**src/rtl/pipe_skid_if.sv**
```systemverilog
// Handshake bundle for one pipeline stage: upstream valid/ready/beat in,
// downstream head entry out.
interface pipe_skid_if #(
   parameter int PAYLOAD_WIDTH = 64,
   parameter int SIDE_WIDTH    = 30
);
   logic                     up_valid_i;
   logic                     up_ready_o;
   logic [SIDE_WIDTH-1:0]    up_side_i;
   logic [PAYLOAD_WIDTH-1:0] up_payload_i;
   logic                     dn_valid_o;
   logic                     dn_ready_i;
   logic [SIDE_WIDTH-1:0]    dn_side_o;
   logic [PAYLOAD_WIDTH-1:0] dn_payload_o;
   logic                     dn_killed_o;
   logic [1:0]               occupancy_o;

   modport master (
      output up_valid_i, up_side_i, up_payload_i, dn_ready_i,
      input  up_ready_o, dn_valid_o, dn_side_o, dn_payload_o, dn_killed_o, occupancy_o
   );

   modport slave (
      input  up_valid_i, up_side_i, up_payload_i, dn_ready_i,
      output up_ready_o, dn_valid_o, dn_side_o, dn_payload_o, dn_killed_o, occupancy_o
   );
endinterface

```
**src/rtl/pipe_skid_reg.sv**
```systemverilog
// Pipeline stage register with valid/ready handshake, optional 2-entry skid,
// synchronous flush and per-beat kill (payload -> NOP, side field kept).
//
// state | meaning
// EMPTY | no entry held, up_ready_o=1
// ONE   | head in main register, up_ready_o=1
// TWO   | head in main, second beat in skid, up_ready_o=0
module pipe_skid_reg #(
   parameter int                       PAYLOAD_WIDTH = 64,
   parameter int                       SIDE_WIDTH    = 30,
   parameter logic [PAYLOAD_WIDTH-1:0] NOP_VALUE     = '0,
   parameter bit                       SKID_EN       = 1'b1
) (
   input  logic        clk_i,
   input  logic        rst_n_i,
   input  logic        flush_i,
   input  logic        kill_i,
   pipe_skid_if.slave  bus
);
   typedef enum logic [1:0] {EMPTY = 2'd0, ONE = 2'd1, TWO = 2'd2} state_t;

   logic                     up_ready;
   logic                     dn_valid;
   logic                     dn_killed;
   logic [SIDE_WIDTH-1:0]    dn_side;
   logic [PAYLOAD_WIDTH-1:0] dn_payload;
   logic [1:0]               occ;
   logic                     accept;
   logic                     pop;
   logic [PAYLOAD_WIDTH-1:0] in_payload;

   assign accept     = bus.up_valid_i & up_ready;
   assign pop        = dn_valid & bus.dn_ready_i;
   assign in_payload = kill_i ? NOP_VALUE : bus.up_payload_i;

   assign bus.up_ready_o   = up_ready;
   assign bus.dn_valid_o   = dn_valid;
   assign bus.dn_side_o    = dn_side;
   assign bus.dn_payload_o = dn_payload;
   assign bus.dn_killed_o  = dn_killed;
   assign bus.occupancy_o  = occ;

   generate
      if (SKID_EN) begin : g_skid
         state_t                   state;
         logic [SIDE_WIDTH-1:0]    skid_side;
         logic [PAYLOAD_WIDTH-1:0] skid_payload;
         logic                     skid_killed;

         // up_ready is a flop so downstream back-pressure never chains combinationally upstream
         always_ff @(posedge clk_i or negedge rst_n_i) begin
            if (!rst_n_i) begin
               state        <= EMPTY;
               up_ready     <= 1'b1;
               dn_valid     <= 1'b0;
               dn_side      <= '0;
               dn_payload   <= NOP_VALUE;
               dn_killed    <= 1'b0;
               occ          <= 2'd0;
               skid_side    <= '0;
               skid_payload <= NOP_VALUE;
               skid_killed  <= 1'b0;
            end else if (flush_i) begin
               state        <= EMPTY;
               up_ready     <= 1'b1;
               dn_valid     <= 1'b0;
               dn_side      <= '0;
               dn_payload   <= NOP_VALUE;
               dn_killed    <= 1'b0;
               occ          <= 2'd0;
               skid_side    <= '0;
               skid_payload <= NOP_VALUE;
               skid_killed  <= 1'b0;
            end else begin
               case (state)
                  EMPTY: begin
                     if (accept) begin
                        dn_side    <= bus.up_side_i;
                        dn_payload <= in_payload;
                        dn_killed  <= kill_i;
                        dn_valid   <= 1'b1;
                        occ        <= 2'd1;
                        state      <= ONE;
                     end
                  end
                  ONE: begin
                     if (accept && !pop) begin
                        skid_side    <= bus.up_side_i;
                        skid_payload <= in_payload;
                        skid_killed  <= kill_i;
                        up_ready     <= 1'b0;
                        occ          <= 2'd2;
                        state        <= TWO;
                     end else if (accept && pop) begin
                        dn_side    <= bus.up_side_i;
                        dn_payload <= in_payload;
                        dn_killed  <= kill_i;
                     end else if (pop) begin
                        dn_valid   <= 1'b0;
                        dn_side    <= '0;
                        dn_payload <= NOP_VALUE;
                        dn_killed  <= 1'b0;
                        occ        <= 2'd0;
                        state      <= EMPTY;
                     end
                  end
                  TWO: begin
                     if (pop) begin
                        dn_side      <= skid_side;
                        dn_payload   <= skid_payload;
                        dn_killed    <= skid_killed;
                        skid_side    <= '0;
                        skid_payload <= NOP_VALUE;
                        skid_killed  <= 1'b0;
                        up_ready     <= 1'b1;
                        occ          <= 2'd1;
                        state        <= ONE;
                     end
                  end
                  default: begin
                     state    <= EMPTY;
                     up_ready <= 1'b1;
                     dn_valid <= 1'b0;
                     occ      <= 2'd0;
                  end
               endcase
            end
         end
      end else begin : g_single
         // single entry: a pop frees the slot in the same cycle, so ready looks at dn_ready
         assign up_ready = !dn_valid | bus.dn_ready_i;

         always_ff @(posedge clk_i or negedge rst_n_i) begin
            if (!rst_n_i) begin
               dn_valid   <= 1'b0;
               dn_side    <= '0;
               dn_payload <= NOP_VALUE;
               dn_killed  <= 1'b0;
               occ        <= 2'd0;
            end else if (flush_i) begin
               dn_valid   <= 1'b0;
               dn_side    <= '0;
               dn_payload <= NOP_VALUE;
               dn_killed  <= 1'b0;
               occ        <= 2'd0;
            end else if (accept) begin
               dn_valid   <= 1'b1;
               dn_side    <= bus.up_side_i;
               dn_payload <= in_payload;
               dn_killed  <= kill_i;
               occ        <= 2'd1;
            end else if (pop) begin
               dn_valid   <= 1'b0;
               dn_side    <= '0;
               dn_payload <= NOP_VALUE;
               dn_killed  <= 1'b0;
               occ        <= 2'd0;
            end
         end
      end
   endgenerate
endmodule

```
**src/flat_wrapper.sv**
```systemverilog
// flat-port wrapper written by rule: the top's interface ports become plain ports
module pipe_skid_reg_flat 
#(
   parameter int                       PAYLOAD_WIDTH = 64,
   parameter int                       SIDE_WIDTH    = 30,
   parameter logic [PAYLOAD_WIDTH-1:0] NOP_VALUE     = '0,
   parameter bit                       SKID_EN       = 1'b1
)
  (clk_i, rst_n_i, flush_i, kill_i, bus_up_valid_i, bus_up_side_i, bus_up_payload_i, bus_dn_ready_i, bus_up_ready_o, bus_dn_valid_o, bus_dn_side_o, bus_dn_payload_o, bus_dn_killed_o, bus_occupancy_o);
  pipe_skid_if #(.PAYLOAD_WIDTH(PAYLOAD_WIDTH), .SIDE_WIDTH(SIDE_WIDTH)) bus_i ();
  input  logic clk_i;
  input  logic rst_n_i;
  input  logic flush_i;
  input  logic kill_i;
  input wire logic [$bits(bus_i.up_valid_i)-1:0] bus_up_valid_i;
  input wire logic [$bits(bus_i.up_side_i)-1:0] bus_up_side_i;
  input wire logic [$bits(bus_i.up_payload_i)-1:0] bus_up_payload_i;
  input wire logic [$bits(bus_i.dn_ready_i)-1:0] bus_dn_ready_i;
  output wire logic [$bits(bus_i.up_ready_o)-1:0] bus_up_ready_o;
  output wire logic [$bits(bus_i.dn_valid_o)-1:0] bus_dn_valid_o;
  output wire logic [$bits(bus_i.dn_side_o)-1:0] bus_dn_side_o;
  output wire logic [$bits(bus_i.dn_payload_o)-1:0] bus_dn_payload_o;
  output wire logic [$bits(bus_i.dn_killed_o)-1:0] bus_dn_killed_o;
  output wire logic [$bits(bus_i.occupancy_o)-1:0] bus_occupancy_o;
  assign bus_i.up_valid_i = bus_up_valid_i;
  assign bus_i.up_side_i = bus_up_side_i;
  assign bus_i.up_payload_i = bus_up_payload_i;
  assign bus_i.dn_ready_i = bus_dn_ready_i;
  assign bus_up_ready_o = bus_i.up_ready_o;
  assign bus_dn_valid_o = bus_i.dn_valid_o;
  assign bus_dn_side_o = bus_i.dn_side_o;
  assign bus_dn_payload_o = bus_i.dn_payload_o;
  assign bus_dn_killed_o = bus_i.dn_killed_o;
  assign bus_occupancy_o = bus_i.occupancy_o;
  pipe_skid_reg #(.PAYLOAD_WIDTH(PAYLOAD_WIDTH), .SIDE_WIDTH(SIDE_WIDTH), .NOP_VALUE(NOP_VALUE), .SKID_EN(SKID_EN)) u_core (.clk_i(clk_i), .rst_n_i(rst_n_i), .flush_i(flush_i), .kill_i(kill_i), .bus(bus_i));
endmodule
```
**config.mk**
```make
export PLATFORM = sky130hd
export DESIGN_NAME = pipe_skid_reg_flat
export DESIGN_NICKNAME = d
export VERILOG_FILES = /design/src/rtl/pipe_skid_if.sv /design/src/rtl/pipe_skid_reg.sv /design/src/flat_wrapper.sv
export SDC_FILE = /design/constraint.sdc
export NUM_CORES = 1
export LEC_CHECK = 0
export CORE_MARGIN = 10
export CORE_UTILIZATION = 44
export DETAILED_ROUTE_END_ITERATION = 8
export HOLD_SLACK_MARGIN = 0.03
export PLACE_DENSITY = 0.73
export SETUP_SLACK_MARGIN = 0.02
export SYNTH_ARGS = -nofsm -noshare
export SYNTH_HDL_FRONTEND = slang
export SYNTH_SLANG_ARGS = --single-unit
export TNS_END_PERCENT = 30
```
**constraint.sdc**
```tcl
create_clock -name clk_i -period 1.9 [get_ports clk_i]
set_input_delay 0.38 -clock clk_i [delete_from_list [all_inputs] [get_ports clk_i]]
set_output_delay 0.38 -clock clk_i [all_outputs]
set_load 0.01 [all_outputs]
```
Word-level counts from Yosys, hierarchy flattened
Index checks and enable logic that the tools add are counted.
{ "word_totals": {"register_bits": 194, "input_bits": 100, "out_inout_bits": 99} }
{ "classes": {"eq_ne": 13, "muxes": 47, "bitwise": 2, "n_reduce_logical": 11} }
{ "ops": {"columns": ["cell", "count"], "rows": [
  ["$mux W64", 9],
  ["$mux W30", 8],
  ["$pmux W64 S3", 1],
  ["$pmux W64 S2", 1],
  ["$pmux W30 S3", 1],
  ["$pmux W30 S2", 1],
  ["$mux W1", 15],
  ["$mux W2", 6],
  ["$ne A3 B2 Y1 const B", 4],
  ["$reduce_and A5 Y1", 2],
  ["$pmux W1 S3", 3],
  ["$ne A4 B2 Y1 const B", 2],
  ["$ne A3 B3 Y1 const B", 2],
  ["$pmux W2 S3", 1],
  ["$reduce_and A3 Y1", 2],
  ["$ne A2 B2 Y1 const B", 2],
  ["$ne A4 B3 Y1 const B", 1],
  ["$reduce_and A4 Y1", 1],
  ["$reduce_bool A4 Y1", 1],
  ["$reduce_bool A3 Y1", 1],
  ["$and A1 B1 Y1", 2],
  ["$eq A2 B1 Y1 const B", 1],
  ["$eq A2 B2 Y1 const B", 1],
  ["$logic_and A1 B1 Y1", 2],
  ["other kinds (3)", 3]
]} }

Depth between registers and ports, before layout
Gate-level depths: netlist of the first run.
{ "logic_depth": {"ltp_word": 6, "ltp_mapped": 10, "mapped_depth_nobuf": 6} }

Worst setup path after synthesis of the first run
Ideal clock, no wire load.
{ "synth_path": {"path_type": "register to register", "startpoint": "register u_core.bus.occupancy_o[0] (netlist name)", "endpoint": "register u_core.dn_payload[10], in the netlist u_core.bus.dn_payload_o[10]", "setup_ns": 0.065, "arrival_ns": 2.042, "setup_slack_ns": -0.207, "stages_incl_launch_ff": 8, "n_path_buf": 2, "path_cell_list": "dfrtp_1 -> inv_1 -> ha_1 -> buf_6 -> o21a_4 -> a2111oi_4 -> buf_6 -> a22o_1"} }
{ "synth_rtl": {"columns": ["item", "line", "rtl"], "rows": [
  ["end signal: assignment", "pipe_skid_reg.sv:79", "dn_payload <= in_payload;"],
  ["end signal: assignment", "pipe_skid_reg.sv:96", "dn_payload <= in_payload;"],
  ["end signal: assignment", "pipe_skid_reg.sv:110", "dn_payload <= skid_payload;"],
  ["end: declaration", "pipe_skid_reg.sv:26", "logic [PAYLOAD_WIDTH-1:0] dn_payload;"]
]} }

==> flow_summary.json, run 1 <==
{
  "run_status": "finished, violations left",
  "violations": "setup timing",
  "totalWireLength_um": 33100,
  "final.period_utilization_pct": 102,
  "number_of_placement_rows": 53,
  "ys_dominant_reg_cell": "sky130_fd_sc_hd__dfrtp_1",
  "pin_count": 199,
  "route.detailed.vias_per_inst": 5.94,
  "grt_start_max_net_pins": 80,
  "first_iteration_detailed_routing_drc_count": 809,
  "syn-cell-area_mm2": 0.00958,
  "max_cap_viol_count": 0,
  "first_global_vias": 8746,
  "grt_usage_pct": 20.9,
  "grt_pass1_wl_um": 48900,
  "routabilityCongestion": 0.833,
  "worstPathRequired_ps": 2180,
  "chipHeight_um": 168,
  "timing.final.max_slew_violations": 0,
  "grt_setup_unrepaired": "true",
  "fin_crit_period_ps": 1930,
  "worst_ir_drop_vdd_uv": 955,
  "synth_fp_nets": 1150,
  "syn_area_per_cell_um2": 9.17,
  "tritoncts_clock_tree": "built",
  "initial_core_utilization_pct": 45.1,
  "setup.reg_to_reg.worst_slack_ps": -30,
  "clock_tree.htree_level_count": 4,
  "post_synth_num_cell_types": 37,
  "timing.hold.worst.class": "input port to async pin",
  "slew_headroom_pct": 39.4,
  "yosys_warnings": 0,
  "total_gr_overflow": 0,
  "postLayoutSetupSlackWorst_ps": -29.9,
  "layout-drive-gt1-share_pct": 14.4,
  "synthToLayoutAreaGrowth_pct": 43.1,
  "max_clock_freq_mhz": 518,
  "tightestPinTransition_ps": 910,
  "number_of_antenna_violations_at_the_first_check_in_global_routing": 3,
  "synth_seq_cells": 194,
  "worstSetupEndpoint": "u_core.g_skid.skid_payload[12]",
  "port_buffers": 198,
  "p_per_area_mw_per_mm2": 1340,
  "drt_drc_violations_left": 0,
  "synth-seq-area-share_pct": 50.7,
  "clk_latency_ps": 450,
  "1st_pass_router_iterations": 5,
  "core_mm2": 0.0212,
  "routedWlPerCell_um": 21.6,
  "cts_root_buffer": "sky130_fd_sc_hd__clkbuf_16",
  "r2r_start": "u_core.bus.occupancy_o[1]",
  "hold_ws_ps": 416,
  "critical_path.startpoint": "u_core.bus.occupancy_o[1]",
  "worst_setup_skew_after_layout_ps": 21.1,
  "crit_path_start_kind": "flip-flop",
  "fp.dieW_um": 168,
  "critical_path_arrival_ps": 2210,
  "hold_violations": 0,
  "via_count": 9090,
  "timing.critical_path.to_type": "flip-flop",
  "p_leak_nw": 5.70,
  "setup_crit_path_kind": "flip-flop to flip-flop",
  "final_net_count": 1344,
  "ys_async_sr_fraction_pct": 100,
  "dieArea_mm2": 0.0281,
  "finalSetupTns_ps": -207,
  "tritoncts_num_sinks": 194,
  "cts_buffer_depth": 2,
  "worst-path-max-fanout": 6,
  "drt.antenna.violating_nets": 0,
  "rr_worst_depth": 7,
  "netlist_instances": 1045,
  "synth_edf_count": 0,
  "tritoncts.num_buffers": 17,
  "clk_pin_slew_ps": 70,
  "setup_viol_count_final": 21,
  "timing.rr.end": "u_core.g_skid.skid_payload[12]",
  "dp_hpwl_um": 19100
}
-- cell usage in the layout (no fill, tap or decap), drive strengths merged, types with 2 or more instances in the layout --
| master | count |
|---|---|
| nor2b | 30 |
| clkinvlp | 2 |
| nand4 | 2 |
| nor2 | 68 |
| a21oi | 100 |
| a22o | 64 |
| nand2 | 66 |
| clkinv | 5 |
| dlygate4sd2 | 3 |
| a22oi | 32 |
| nand3 | 96 |
| o21a | 3 |
| dfrtp | 193 |
| o2bb2ai | 33 |
| inv | 6 |
| o21ai | 156 |
| diode | 4 |
| a32oi | 2 |
| bufinv | 2 |
| clkdlybuf4s50 | 191 |
| buf | 71 |
| ha | 5 |
| nand2b | 63 |
| clkbuf | 40 |
| a211oi | 2 |
| or3b | 3 |
| o211ai | 2 |
-- where the power goes --
part           internal [W]  leakage (nW)  total (W)  switching [W]
clock               0.00209         0.293    0.00377        0.00168
sequential          0.00505          2.66    0.00566       0.000605
combinational       0.00412          2.75    0.00892        0.00480
total                0.0113          5.70     0.0183        0.00708
-- synthesized netlist by cell type (all sizes together) (2+ instances only) --
library cell  count  area (um^2)
nor2b            30          188
o211ai            2         15.0
buf              41          238
inv               5         18.8
clkbuf           71          267
o2bb2ai          33          289
nand4             2         12.5
nand3            96          480
o21a              3         30.0
a21oi           100          500
ha                5         62.6
a32oi             2         17.5
nor2             68          258
a22o             64          561
o21ai           156          781
dfrtp           193         4830
nand2b           63          394
a211oi            2         15.0
a22oi            32          240
nand2            66          250
-- per-layer routing --
metal | vias up | global-route usage [%] | wire (um)
met5 | - | 0 | 13
met1 | 4502 | 28.2 | 14300
met3 | 46 | 6.09 | 2790
met4 | 2 | 6.09 | 593
li1 | 4125 | - | -
met2 | 415 | 32.0 | 15400
-- timing repair --
action / in CTS / in global routing
buffers inserted: 3 / 7
setup endpoints to repair: 192 / 191
resized for setup: 11 / 92
endpoints found under the hold margin: 37 / 0
pin swaps: 2 / 73
hold buffers: 1 / 0
cloned: 2 / 25
-- layout make-up --
type                    count  area [um^2]
fillers                  1731         7510
flip-flops and latches    194         4860
multi-input cells         736         4500
repair buffers            285         3370
clock buffers              22          484
well taps                 275          344
clock inverters            10          124
inverters                   5         18.8
diodes                      4         10.0
-- logic make-up (layout without fill, tap and decap cells) --
family | count (synthesis) | in the layout | share of synthesized area (%)
AO/OA/AOI/OAI | 399 | 399 | 26.2
AND/OR/NAND/NOR | 329 | 331 | 16.9
flip-flops | 194 | 194 | 50.7
buffers and inverters | 117 | 322 | 5.46
adder cells (fa/ha/maj) | 5 | 5 | 0.653
XOR/XNOR | 1 | 1 | 0.0915
other | 0 | 4 | 0
-- through the flow --
step	area (um^2)	setup slack, ps	total power (W)	std cells	utilization, %
after floorplan	9610	10.8	0.00949	1045	-
after global placement	12100	-345	0.0129	1457	57.1
after detailed placement	12100	-367	0.0130	1457	57.1
after CTS	12800	-66.6	0.0170	1495	60.5
after global routing	13700	-115	0.0193	1529	64.6
final	13700	-29.9	0.0183	1531	64.6
-- worst max-delay path, cell delays in order, from the launching register on --
cell and delay (ps):
sky130_fd_sc_hd__dfrtp_1 400, sky130_fd_sc_hd__buf_6 130, sky130_fd_sc_hd__ha_4 180, sky130_fd_sc_hd__nand2b_4 190
sky130_fd_sc_hd__or3b_4 510, sky130_fd_sc_hd__clkbuf_16 210, sky130_fd_sc_hd__nand3_1 80, sky130_fd_sc_hd__a21oi_1 60
-- how the worst min path moves through the flow --
stage          startpoint                  endpoint  slack, ps  cells past startpoint
5_1_grt           rst_n_i  u_core.bus.dn_side_o[16]        440                      2
2_1_floorplan     rst_n_i    u_core.bus.dn_killed_o         80                      0
6_report          rst_n_i  u_core.bus.dn_side_o[16]        420                      2
3_5_place_dp      rst_n_i  u_core.bus.dn_side_o[16]        340                      1
4_1_cts           rst_n_i  u_core.bus.dn_side_o[16]        430                      2
3_3_place_gp      rst_n_i  u_core.bus.dn_side_o[16]        340                      1
-- flip-flops by register name, summed over array words and instances (netlist names) --
signal                      count
u_core.bus.dn_valid_o           1
u_core.bus.occupancy_o          2
u_core.g_skid.skid_side        30
u_core.g_skid.skid_payload     64
u_core.bus.up_ready_o           1
u_core.bus.dn_side_o           30
u_core.bus.dn_payload_o        64
u_core.bus.dn_killed_o          1
u_core.g_skid.skid_killed       1
(Power assumes the default switching activity.)
==> inputs of run 2 (changes only) <==
CTS_BUF_LIST = sky130_fd_sc_hd__clkbuf_8   (was unset)
MAX_ROUTING_LAYER = met4   (was unset)
==> flow_summary.json, run 2 (synthesized netlist as in run 1, its figures left out) <==
{
  "critical_path.n_buffers_inverters": 4,
  "hold_violations": 0,
  "timing.hold.worst.class": "input port to async pin",
  "setup_crit_path_kind": "flip-flop to flip-flop",
  "slew_headroom_pct": 39.8,
  "route.detailed.vias_per_inst": 5.86,
  "clock_tree.htree_level_count": 4,
  "pin_count": 199,
  "layout_utilization_pct": 61.6,
  "dp_hpwl_um": 19100,
  "cts_root_buffer": "sky130_fd_sc_hd__clkbuf_8",
  "dr_wl_met2_um": 14400,
  "worst_setup_skew_after_layout_ps": 17.6,
  "clk_latency_ps": 470,
  "port_buffers": 198,
  "critical_path.startpoint": "u_core.bus.occupancy_o[0]",
  "first_iteration_detailed_routing_drc_count": 765,
  "max_cap_viol_count": 0,
  "chipHeight_um": 168,
  "timing.critical_path.to_type": "flip-flop",
  "number_of_antenna_violations_at_the_first_check_in_global_routing": 2,
  "core_mm2": 0.0212,
  "final_net_count": 1326,
  "crit_cells": 8,
  "drt.antenna.violating_nets": 0,
  "routabilityCongestion": 0.846,
  "initial_core_utilization_pct": 45.1,
  "postLayoutSetupSlackWorst_ps": 6.94,
  "layout-drive-gt1-share_pct": 11.2,
  "setup.reg_to_reg.worst_slack_ps": 7,
  "worstPathRequired_ps": 2300,
  "timing.final.max_slew_violations": 0,
  "final.period_utilization_pct": 99.6,
  "1st_pass_router_iterations": 5,
  "grt_setup_unrepaired": "true",
  "first_global_vias": 8839,
  "run_status": "complete, no violations",
  "crit_path_start_kind": "flip-flop",
  "via_count": 8860,
  "r2r_start": "u_core.bus.occupancy_o[0]",
  "tightestPinTransition_ps": 903,
  "dieArea_mm2": 0.0281,
  "setup_viol_count_final": 0,
  "critical_path_arrival_ps": 2290,
  "detail_route.wirelength.met1_um": 13700,
  "critical_path.slowest_cell": "sky130_fd_sc_hd__dfrtp_2",
  "hold_ws_ps": 389,
  "p_per_area_mw_per_mm2": 1290,
  "pre_cts_ws_ps": -367,
  "totalWireLength_um": 30900,
  "critical-path-max-stage-delay_ps": 450,
  "synthToLayoutAreaGrowth_pct": 36.4,
  "total_gr_overflow": 0,
  "tritoncts.num_buffers": 17,
  "timing.critical_path.mode_cell": "sky130_fd_sc_hd__buf_6",
  "tritoncts_clock_tree": "built",
  "worst-path-max-fanout": 7,
  "p_leak_nw": 5.44,
  "drt_drc_violations_left": 0,
  "delay_heaviest_family_cp": "compound AO/OA/AOI/OAI gates",
  "max_clock_freq_mhz": 528,
  "timing.critical_path.cells": "buf_6 -> ha_4 -> o21a_4 -> a2111oi_4 -> buf_6 -> buf_12 -> buf_16 -> a22o_1",
  "routedWlPerCell_um": 20.5,
  "rr_worst_depth": 8,
  "cts_buffer_depth": 2,
  "worst_ir_drop_vdd_uv": 926,
  "leading_cell_types_in_the_layout_fill_and_taps_excluded": "sky130_fd_sc_hd__clkdlybuf4s50_1 (191), sky130_fd_sc_hd__dfrtp_1 (191), sky130_fd_sc_hd__o21ai_0 (131), sky130_fd_sc_hd__nand3_1 (94), sky130_fd_sc_hd__a21oi_1 (91)",
  "timing.rr.end": "u_core.bus.dn_payload_o[14]",
  "grt_usage_pct": 21.9,
  "worstSetupEndpoint": "u_core.bus.dn_payload_o[14]",
  "top_metal_used": "met4",
  "grt_start_max_net_pins": 80,
  "number_of_placement_rows": 53,
  "clk_pin_slew_ps": 100,
  "grt_pass1_wl_um": 49600,
  "routed-wl-met3_um": 2290,
  "tritoncts_num_sinks": 194,
  "fin_crit_period_ps": 1890,
  "fp.dieW_um": 168
}
==> run 2: metal layers <==
| layer | global-route usage (%) | vias up |
|---|---|---|
| li1 | - | 4074 |
| met1 | 28.8 | 4400 |
| met2 | 32.8 | 348 |
| met3 | 5.66 | 38 |
| met4 | 5.98 | 0 |
| met5 | - | - |
==> run 2: worst min-delay path by stage <==
stage | start | end | slack, ps
final | rst_n_i | u_core.bus.dn_side_o[16] | 390
after global routing | rst_n_i | u_core.g_skid.skid_side[18] | 390
after CTS | rst_n_i | u_core.bus.dn_side_o[16] | 380
after detailed placement | rst_n_i | u_core.bus.dn_side_o[16] | 340
after global placement | rst_n_i | u_core.bus.dn_side_o[16] | 340
after floorplan | rst_n_i | u_core.bus.dn_killed_o | 80
==> run 2: metrics by stage <==
stage	cell area (um^2)	std cells	TNS (ps)	total power, W
after global placement	12100	1457	-52550	0.0129
after detailed placement	12100	1457	-57360	0.0130
after floorplan	9610	1045	0	0.00949
after global routing	13100	1511	-6120	0.0179
after CTS	12800	1502	-1590	0.0165
final	13100	1512	0	0.0169
==> run 2: timing repair <==
item | in CTS | in global routing
endpoints found under the hold margin | 37 | 0
pin swaps | 39 | 4
endpoints found under the setup margin | 193 | 192
hold buffers | 1 | 0
setup buffers | 7 | 3
resized for setup | 23 | 28
gates cloned | 5 | 4
==> run 2: power breakdown <==
group	internal [W]	switching [W]
Combinational	0.00392	0.00453
Clock	0.00132	0.00152
Sequential	0.00505	0.000583
Total	0.0103	0.00663
==> run 2: cell type report <==
cell class | instances | area [um^2]
Antenna cell | 3 | 7.51
Clock buffer | 21 | 289
Clock inverter | 11 | 128
Fill cell | 1841 | 8150
Inverter | 5 | 21.3
Multi-Input combinational cell | 734 | 4350
Sequential cell | 194 | 4860
Tap cell | 275 | 344
Timing Repair Buffer | 269 | 3070
==> run 2: worst reg2reg max path, cell delays in order, from the launching register on <==
cell                        delay, ps
sky130_fd_sc_hd__dfrtp_2          450
sky130_fd_sc_hd__buf_6            130
sky130_fd_sc_hd__ha_4             170
sky130_fd_sc_hd__o21a_4           210
sky130_fd_sc_hd__a2111oi_4        290
sky130_fd_sc_hd__buf_6            170
sky130_fd_sc_hd__buf_12           140
sky130_fd_sc_hd__buf_16           140
sky130_fd_sc_hd__a22o_1           140
